--- src/rtl/axis_rr_arbiter.sv ---
// Two-input AXI-Stream packet arbiter with round-robin tie-break and a per-packet beat limit.
// Output beat is registered; an over-long packet is cut at MAX_BEATS and trunc pulses.
module axis_rr_arbiter #(
  parameter int DATA_W    = 8,
  parameter int MAX_BEATS = 16
) (
  input  logic              clk,
  input  logic              rst,
  input  logic [DATA_W-1:0] s0_data,
  input  logic              s0_valid,
  output logic              s0_ready,
  input  logic              s0_last,
  input  logic [DATA_W-1:0] s1_data,
  input  logic              s1_valid,
  output logic              s1_ready,
  input  logic              s1_last,
  output logic [DATA_W-1:0] m_data,
  output logic              m_valid,
  input  logic              m_ready,
  output logic              m_last,
  output logic [1:0]        grant,
  output logic              trunc
);

  typedef enum logic [1:0] {IDLE = 2'd0, G0 = 2'd1, G1 = 2'd2} state_e;

  localparam logic [7:0] CNT_MAX = 8'(MAX_BEATS - 1);

  state_e            state_q, state_d;
  logic              last_owner_q, last_owner_d;
  logic [7:0]        beat_q, beat_d;
  logic [DATA_W-1:0] m_data_q, m_data_d;
  logic              m_valid_q, m_valid_d;
  logic              m_last_q, m_last_d;
  logic              trunc_q, trunc_d;
  logic [1:0]        rst_sync_q;
  logic              run;

  logic              out_free, xfer0, xfer1, xfer, sel_last, cnt_hit, term;
  logic [DATA_W-1:0] sel_data;

  // Reset asserts asynchronously but releases two edges later, so logic never leaves reset mid-edge.
  always_ff @(posedge clk or negedge rst) begin
    if (!rst) rst_sync_q <= 2'b00;
    else      rst_sync_q <= {rst_sync_q[0], 1'b1};
  end
  assign run = rst_sync_q[1];

  assign out_free = !m_valid_q || m_ready;
  assign s0_ready = (state_q == G0) && out_free;
  assign s1_ready = (state_q == G1) && out_free;
  assign grant    = {state_q == G1, state_q == G0};

  assign xfer0    = s0_valid && s0_ready;
  assign xfer1    = s1_valid && s1_ready;
  assign xfer     = xfer0 || xfer1;
  assign sel_data = xfer1 ? s1_data : s0_data;
  assign sel_last = xfer1 ? s1_last : s0_last;
  assign cnt_hit  = (beat_q == CNT_MAX);
  assign term     = xfer && (sel_last || cnt_hit);

  always_comb begin
    state_d      = state_q;
    last_owner_d = last_owner_q;
    beat_d       = beat_q;
    case (state_q)
      IDLE: begin
        // On a tie the port that did not own the previous packet wins.
        if (s0_valid && (!s1_valid || last_owner_q)) begin
          state_d      = G0;
          last_owner_d = 1'b0;
          beat_d       = '0;
        end else if (s1_valid) begin
          state_d      = G1;
          last_owner_d = 1'b1;
          beat_d       = '0;
        end
      end
      G0, G1: begin
        if (xfer) beat_d = beat_q + 8'd1;
        if (term) state_d = IDLE;
      end
      default: state_d = IDLE;
    endcase
  end

  always_comb begin
    m_data_d  = m_data_q;
    m_valid_d = m_valid_q;
    m_last_d  = m_last_q;
    trunc_d   = term && !sel_last;
    if (xfer) begin
      m_data_d  = sel_data;
      m_valid_d = 1'b1;
      m_last_d  = term;
    end else if (m_ready) begin
      m_valid_d = 1'b0;
      m_last_d  = 1'b0;
    end
  end

  always_ff @(posedge clk or negedge rst) begin
    if (!rst) begin
      state_q      <= IDLE;
      last_owner_q <= 1'b1;
      beat_q       <= '0;
      m_data_q     <= '0;
      m_valid_q    <= 1'b0;
      m_last_q     <= 1'b0;
      trunc_q      <= 1'b0;
    end else if (run) begin
      state_q      <= state_d;
      last_owner_q <= last_owner_d;
      beat_q       <= beat_d;
      m_data_q     <= m_data_d;
      m_valid_q    <= m_valid_d;
      m_last_q     <= m_last_d;
      trunc_q      <= trunc_d;
    end
  end

  assign m_data  = m_data_q;
  assign m_valid = m_valid_q;
  assign m_last  = m_last_q;
  assign trunc   = trunc_q;

endmodule

--- config.mk ---
export PLATFORM = sky130hd
export DESIGN_NAME = axis_rr_arbiter
export DESIGN_NICKNAME = d
export VERILOG_FILES = /design/src/rtl/axis_rr_arbiter.sv
export SDC_FILE = /design/constraint.sdc
export NUM_CORES = 1
export LEC_CHECK = 0
export BUFFER_PORTS_ARGS = -buffer_cell sky130_fd_sc_hd__buf_4
export CORE_MARGIN = 3
export CORE_UTILIZATION = 55
export DETAILED_ROUTE_END_ITERATION = 12
export GPL_ROUTABILITY_DRIVEN = 0
export GPL_TIMING_DRIVEN = 1
export PLACE_DENSITY_LB_ADDON = 0.12
export SLEW_MARGIN = 20
export SYNTH_ARGS = -nofsm -noshare
export SYNTH_HDL_FRONTEND = slang
export SYNTH_SLANG_ARGS = --single-unit
--- constraint.sdc ---
create_clock -name clk -period 3 [get_ports clk]
set_input_delay 0.3 -clock clk [delete_from_list [all_inputs] [get_ports clk]]
set_output_delay 0.3 -clock clk [all_outputs]
set_load 0.02 [all_outputs]
==> results of run 1 <==
## routing by layer
layer  up-vias  GRT usage  routed length, um
li1        553          -                  -
met1       514     0.2621               1266
met2        33     0.3125               1363
met3         4    0.04439                136
met4         0    0.09375                 41
met5         -          0                  0
## metrics by stage
step / hold WS (ns) / util / area [um^2]
global placement: 0.2098 / 0.7218 / 1643
floorplan: 0.004409 / - / 1350
CTS: 0.1944 / 0.7378 / 1679
detailed placement: 0.2121 / 0.7218 / 1643
finish: 0.1997 / 0.7378 / 1679
global route: 0.1737 / 0.7378 / 1679
## state kept, by name (all words and copies together) (netlist names)
signal and cells:
state_q 2, trunc 1, m_last 1, m_valid 1, rst_sync_q 2, last_owner_q 1, m_data 8, beat_q 8
## critical path: stages, from the launching register on
cell and delay, ns:
dfrtp_1 0.37, inv_1 0.08, ha_1 0.42, and2b_1 0.24, a31oi_2 0.26, nand2b_2 0.20, o21ai_1 0.08, a22o_1 0.17
## layout make-up
class                           count  area share
Tap cell                           28     0.02086
Timing Repair Buffer               38      0.1714
Sequential cell                    24      0.3584
Inverter                            3    0.006706
Multi-Input combinational cell    104      0.4270
Clock buffer                        4     0.01565
## cells by family (layout without fill, tap and decap cells)
| family | after synthesis | count (layout) | share of synthesized area |
|---|---|---|---|
| xor gates and xnor gates | 3 | 3 | 0.01947 |
| adders and majority gates | 4 | 4 | 0.03707 |
| muxes | 11 | 11 | 0.08156 |
| DFF | 24 | 24 | 0.4458 |
| AOI/OAI and AO/OA | 26 | 26 | 0.1557 |
| other | 1 | 1 | 0.002778 |
| and+or+nand+nor | 59 | 59 | 0.2345 |
| buffers and inverters | 5 | 45 | 0.02316 |
## repair_timing
action                                 CTS  global route
hold buffers                             1             0
buffers inserted                         0             0
endpoints found under the hold margin   23             0
## power by group through the flow
stage          Sequential, W  Clock, W  Combinational [W]
6_report            0.000518  0.000144           0.000782
5_1_grt             0.000538  0.000169           0.000852
4_1_cts             0.000518  0.000152           0.000786
2_1_floorplan       0.000583         0           0.000472
3_5_place_dp        0.000525         0           0.000784
3_3_place_gp        0.000518         0           0.000760
## synth_stat cells, drive strengths merged (2+ instances only)
library cell and number:
a22o 5, a31oi 3, and2 4, buf 2, dfrtp 23, ha 4
inv 3, mux2i 11, nand2 25, nand2b 6, nand3 5, nor2 7
nor2b 2, nor3 2, nor4 2, o21ai 15, xnor2 3
## final timing paths
path	end	cells past startpoint	slack, ns	from
worst max-delay path	beat_q[2]	7	1.09	state_q[0]
worst min-delay path	last_owner_q	2	0.20	s0_valid
worst max register to register	beat_q[2]	7	1.09	state_q[0]
worst min register to register	rst_sync_q[1]	0	0.37	rst_sync_q[0]
max in group asynchronous	last_owner_q	2	2.30	rst
min in group asynchronous	m_data[3]	2	0.41	rst
==> results by group, run 1 <==
Run status
  • Outcome: completed

Power and ir drop
  • Sw frac: 0.4279
  • Clock Power Share: 0.100
  • P_sw: slightly above 0.0006 W
  • Max VDD drop: 0.0005175 V
  • Internal: roughly 0.00083 W
  • Gate power share: 0.541
  • Total Power: about 0.0014 W
  • P per Cell Area: 860.3 nW/um^2
  • Static leakage: 0.7902 nW
  • Reg power frac: 0.359

Timing
  • Worst-Margin Slew: 0.5355 ns
  • Highest achievable clock rate: 524.3 MHz
  • Hold Vio Cnt, Final: 0
  • Tmin final: 1.907 ns
  • Total negative slack: 0 ns
  • Max-slew violations: 0
  • RSZ-0062 raised after global routing: no
  • Final worst slack: 1.093 ns
  • Setup violators final: 0
  • Final clock skew: slightly above 0.003 ns
  • Fin crit share: 0.6358
  • Slew margin rel.: 0.6426

CTS
  • Worst skew pair latency: 0.31 ns
  • H-tree levels: 1
  • CTS tree: done
  • Total CTS buffers: 3
  • Clock root buffer: clkbuf_4
  • # clock sinks: 24
  • Max Buffers Root-to-Sink: 2
  • Quantity of gates resized following cts: 0
  • Clk slew on worst S/H paths: 0.12 ns

GRT
  • Total track usage: 0.1996
  • GR Overflow Total: 0
  • Antenna violations before repair: 0
  • Pin count of the biggest net entering global routing: 25
  • First-pass GRT wire length: 4905 um
  • Vias in the first global route: 1126

Floorplan
  • Core Rows: 17
  • Core ar.: 2276 um^2
  • Die width: 55.55 um
  • Die Area: 3085 um^2
  • Initial core utilization: 0.5932
  • Io pins: 38
  • Die height: 55.55 um

Routing
  • Total number of vias: 1104
  • Vias/cell: 5.493
  • DRC violations left: 0
  • DRT Pass-1 Iters: 4
  • Average wire per standard cell: 13.97 um
  • Initial DRC Count: 26
  • Post-route ant nets: 0
  • Routed WL: around 2800 um

Run
  • Max Cap Violations: 0

Placement
  • Post-Place Cells: a little under 200
  • Buffers on Ports: 37
  • Place WS: about 1.1 ns
  • Post-DP HPWL: 2198 um

Layout
  • # diodes: 0
  • Post-Layout Cell Count: 201
  • Multi-input gate area: 716.9 um^2
  • Commonest non-fill, non-tap cells in the layout: 37 x buf_4, 24 x nand2_1, 23 x dfrtp_1
  • Layout Nets: 201
  • Fill count: 164
  • Synth-to-layout area growth: 24.37%
  • Layout cells sized above 1: 0.3353
  • Seq. cell area: 601.8 um^2
  • Commonest non-fill, non-tap cell in the layout: buf_4

Yosys
  • Top post-synthesis cells by area: dfrtp_1 43%, mux2i_1 8.2%, nand2_1 6.7%
  • Syn nets: 160
  • Post-Syn Area: 1350 um^2
  • Most common flop cell mapped by yosys: dfrtp_1
  • Number of synthesized flops with an enable pin: 0
  • Mean Syn Cell Area: slightly above 10 um^2
  • Seq cells post-synth: 24
  • Async SR Flop Fraction: 1.000
  • Ys Warns: 0
  • Gate Count Post-Synth: 133
  • Cell taking the most area after synthesis: dfrtp_1
  • Count of cell types in the netlist: 37
  • Seq/Total Area, Yosys: 0.4458
  • Top cell type's share of synthesized area: 0.4263

Critical path
  • Setup CP Type: register to register
  • Setup crit end kind: register
  • Critical-path maximum fanout: 8
  • Critical Path RT: 3.21 ns
  • CP arrival: around 2.1 ns
  • Critical path launch point type: register

Worst hold path
  • Min-delay worst type: input pin to register
Note: power is estimated with default switching activity, not from simulation.
==> run 2, diff against run 1 <==
--- a/config.mk
+++ b/config.mk
@@ -7,7 +7,7 @@
 export LEC_CHECK = 0
 export BUFFER_PORTS_ARGS = -buffer_cell sky130_fd_sc_hd__buf_4
 export CORE_MARGIN = 3
-export CORE_UTILIZATION = 55
+export CORE_UTILIZATION = 46
 export DETAILED_ROUTE_END_ITERATION = 12
 export GPL_ROUTABILITY_DRIVEN = 0
 export GPL_TIMING_DRIVEN = 1
==> constraint.sdc (replaced) <==
create_clock -name clk -period 1.7 [get_ports clk]
set_input_delay 0.17 -clock clk [delete_from_list [all_inputs] [get_ports clk]]
set_output_delay 0.17 -clock clk [all_outputs]
set_load 0.02 [all_outputs]
==> results by group, run 2 (synthesis gave the netlist of run 1 again) <==
Layout
  • Synth-to-layout area growth: 44.86%
  • Commonest non-fill, non-tap cell in the layout: buf_4
  • Commonest non-fill, non-tap cells in the layout: 50 x buf_4, 23 x dfrtp_1, 19 x nand2_1
  • Post-route cell area: 1956 um^2
  • # diodes: 0
  • Layout Nets: roughly 220
  • Fill count: 204
  • Layout cells sized above 1: 0.4868

Timing
  • Tmin final: 1.685 ns
  • Fin crit share: 0.9913
  • RSZ-0062 raised after global routing: yes
  • Hold Vio Cnt, Final: 0
  • Max-slew violations: 0
  • Final clock skew: 0.008610 ns
  • Setup violators final: 0
  • Highest achievable clock rate: 593.4 MHz
  • Final worst slack: ~0.015 ns

CTS
  • Clk slew on worst S/H paths: between 0.1 and 0.15 ns
  • Clock root buffer: clkbuf_4
  • Total CTS buffers: 3
  • Max Buffers Root-to-Sink: 2
  • Worst skew pair latency: 0.32 ns
  • CTS tree: done
  • H-tree levels: 1
  • # clock sinks: 24

Placement
  • Place WS: -0.09206 ns
  • Area post-placement: 1752 um^2
  • Buffers on Ports: 37
  • Post-DP HPWL: 2427 um

Floorplan
  • Core Rows: 19
  • Die width: 60.18 um
  • Core ar.: about 2800 um^2
  • Io pins: 38
  • Die Area: 3621 um^2
  • Initial core utilization: 0.4854
  • Die height: between 60 and 70 um

Routing
  • Average wire per standard cell: 14.74 um
  • DRC violations left: 0
  • Post-route ant nets: 0
  • Top Metal Used: met4
  • Initial DRC Count: 54
  • Routed WL: 3243 um
  • DRT Pass-1 Iters: 4
  • Met2 wire length: 1655 um
  • Wl on met1: 1397 um
  • Total number of vias: 1202
  • Vias/cell: 5.464
  • Wire length on met3: 172 um

GRT
  • Total track usage: 0.1758
  • First-pass GRT wire length: 4795 um
  • Vias in the first global route: 1148
  • Pin count of the biggest net entering global routing: 25
  • Antenna violations before repair: 0
  • GR Overflow Total: 0

Worst hold path
  • Min-delay worst type: input pin to register

Critical path
  • CP arrival: 1.92 ns
  • Setup CP Type: register to register
  • Critical-path maximum fanout: 5
  • Setup crit end kind: register
  • Critical Path RT: between 1.5 and 2 ns
  • Critical path launch point type: register

Power and ir drop
  • Static leakage: 0.9148 nW
  • Max VDD drop: 0.001272 V
  • P per Cell Area: about 1600 nW/um^2
  • Total Power: approximately 0.0032 W

Run
  • Max Cap Violations: 0

Run status
  • Outcome: completed
[run 2: layout make-up]
| cell class | count | area, um^2 | share of cell area |
|---|---|---|---|
| tap | 31 | 38.79 | 0.01983 |
| inverter | 3 | 11.26 | 0.005758 |
| sequential | 24 | 601.8 | 0.3077 |
| multi-input combinational | 104 | 809.5 | 0.4139 |
| clock inverter | 1 | 30.03 | 0.01536 |
| timing repair buffer | 54 | 441.7 | 0.2258 |
| clock buffer | 3 | 22.52 | 0.01152 |
[run 2: stage by stage]
stage | hold slack [ns] | setup TNS, ns | util | cells
floorplan | -0.1256 | -0.02458 | - | 133
global placement | 0.08630 | 0 | 0.6298 | 211
detailed placement | 0.09161 | -0.3138 | 0.6298 | 211
CTS | 0.04705 | -0.04972 | 0.6572 | 216
global route | 0.05210 | -0.4081 | 0.7031 | 220
finish | 0.05755 | 0 | 0.7031 | 220
[run 2: path summary, 6_finish.rpt]
kind / from / to / slack [ns] / cells past startpoint
max: state_q[0] / beat_q[2] / 0.01 / 7
min: s0_valid / last_owner_q / 0.06 / 2
max reg2reg: state_q[0] / beat_q[2] / 0.01 / 7
min reg2reg: rst_sync_q[0] / rst_sync_q[1] / 0.36 / 0
max in group asynchronous: rst / last_owner_q / 1.15 / 2
min in group asynchronous: rst / m_data[3] / 0.27 / 2
[run 2: routing by layer]
| metal | up-vias | global-route usage |
|---|---|---|
| li1 | 587 | - |
| met1 | 582 | 0.2091 |
| met2 | 31 | 0.3225 |
| met3 | 2 | 0.04104 |
| met4 | 0 | 0.02848 |
| met5 | - | 0 |
[run 2: what timing repair did]
action                                  in CTS  in global routing
resized for setup                            8                 18
setup buffers                                0                  3
gates cloned                                 0                  1
endpoints found under the setup margin      17                 18
endpoints found under the hold margin       24                  0
hold buffers                                 1                  0
pin swaps                                    1                 10
[run 2: where the power goes]
part / leakage (nW) / switching, W / internal (W)
Sequential: 0.303 / 0.000146 / 0.000769
Combinational: 0.584 / 0.000930 / 0.000909
Clock: 0.0279 / 0.000183 / 0.000239
[run 2: critical path, stage by stage (launching register included)]
cell      delay [ns]
dfrtp_1         0.40
inv_2           0.07
ha_4            0.26
and2b_2         0.23
a31oi_4         0.22
nand2b_4        0.19
o21ai_2         0.06
a22o_1          0.17
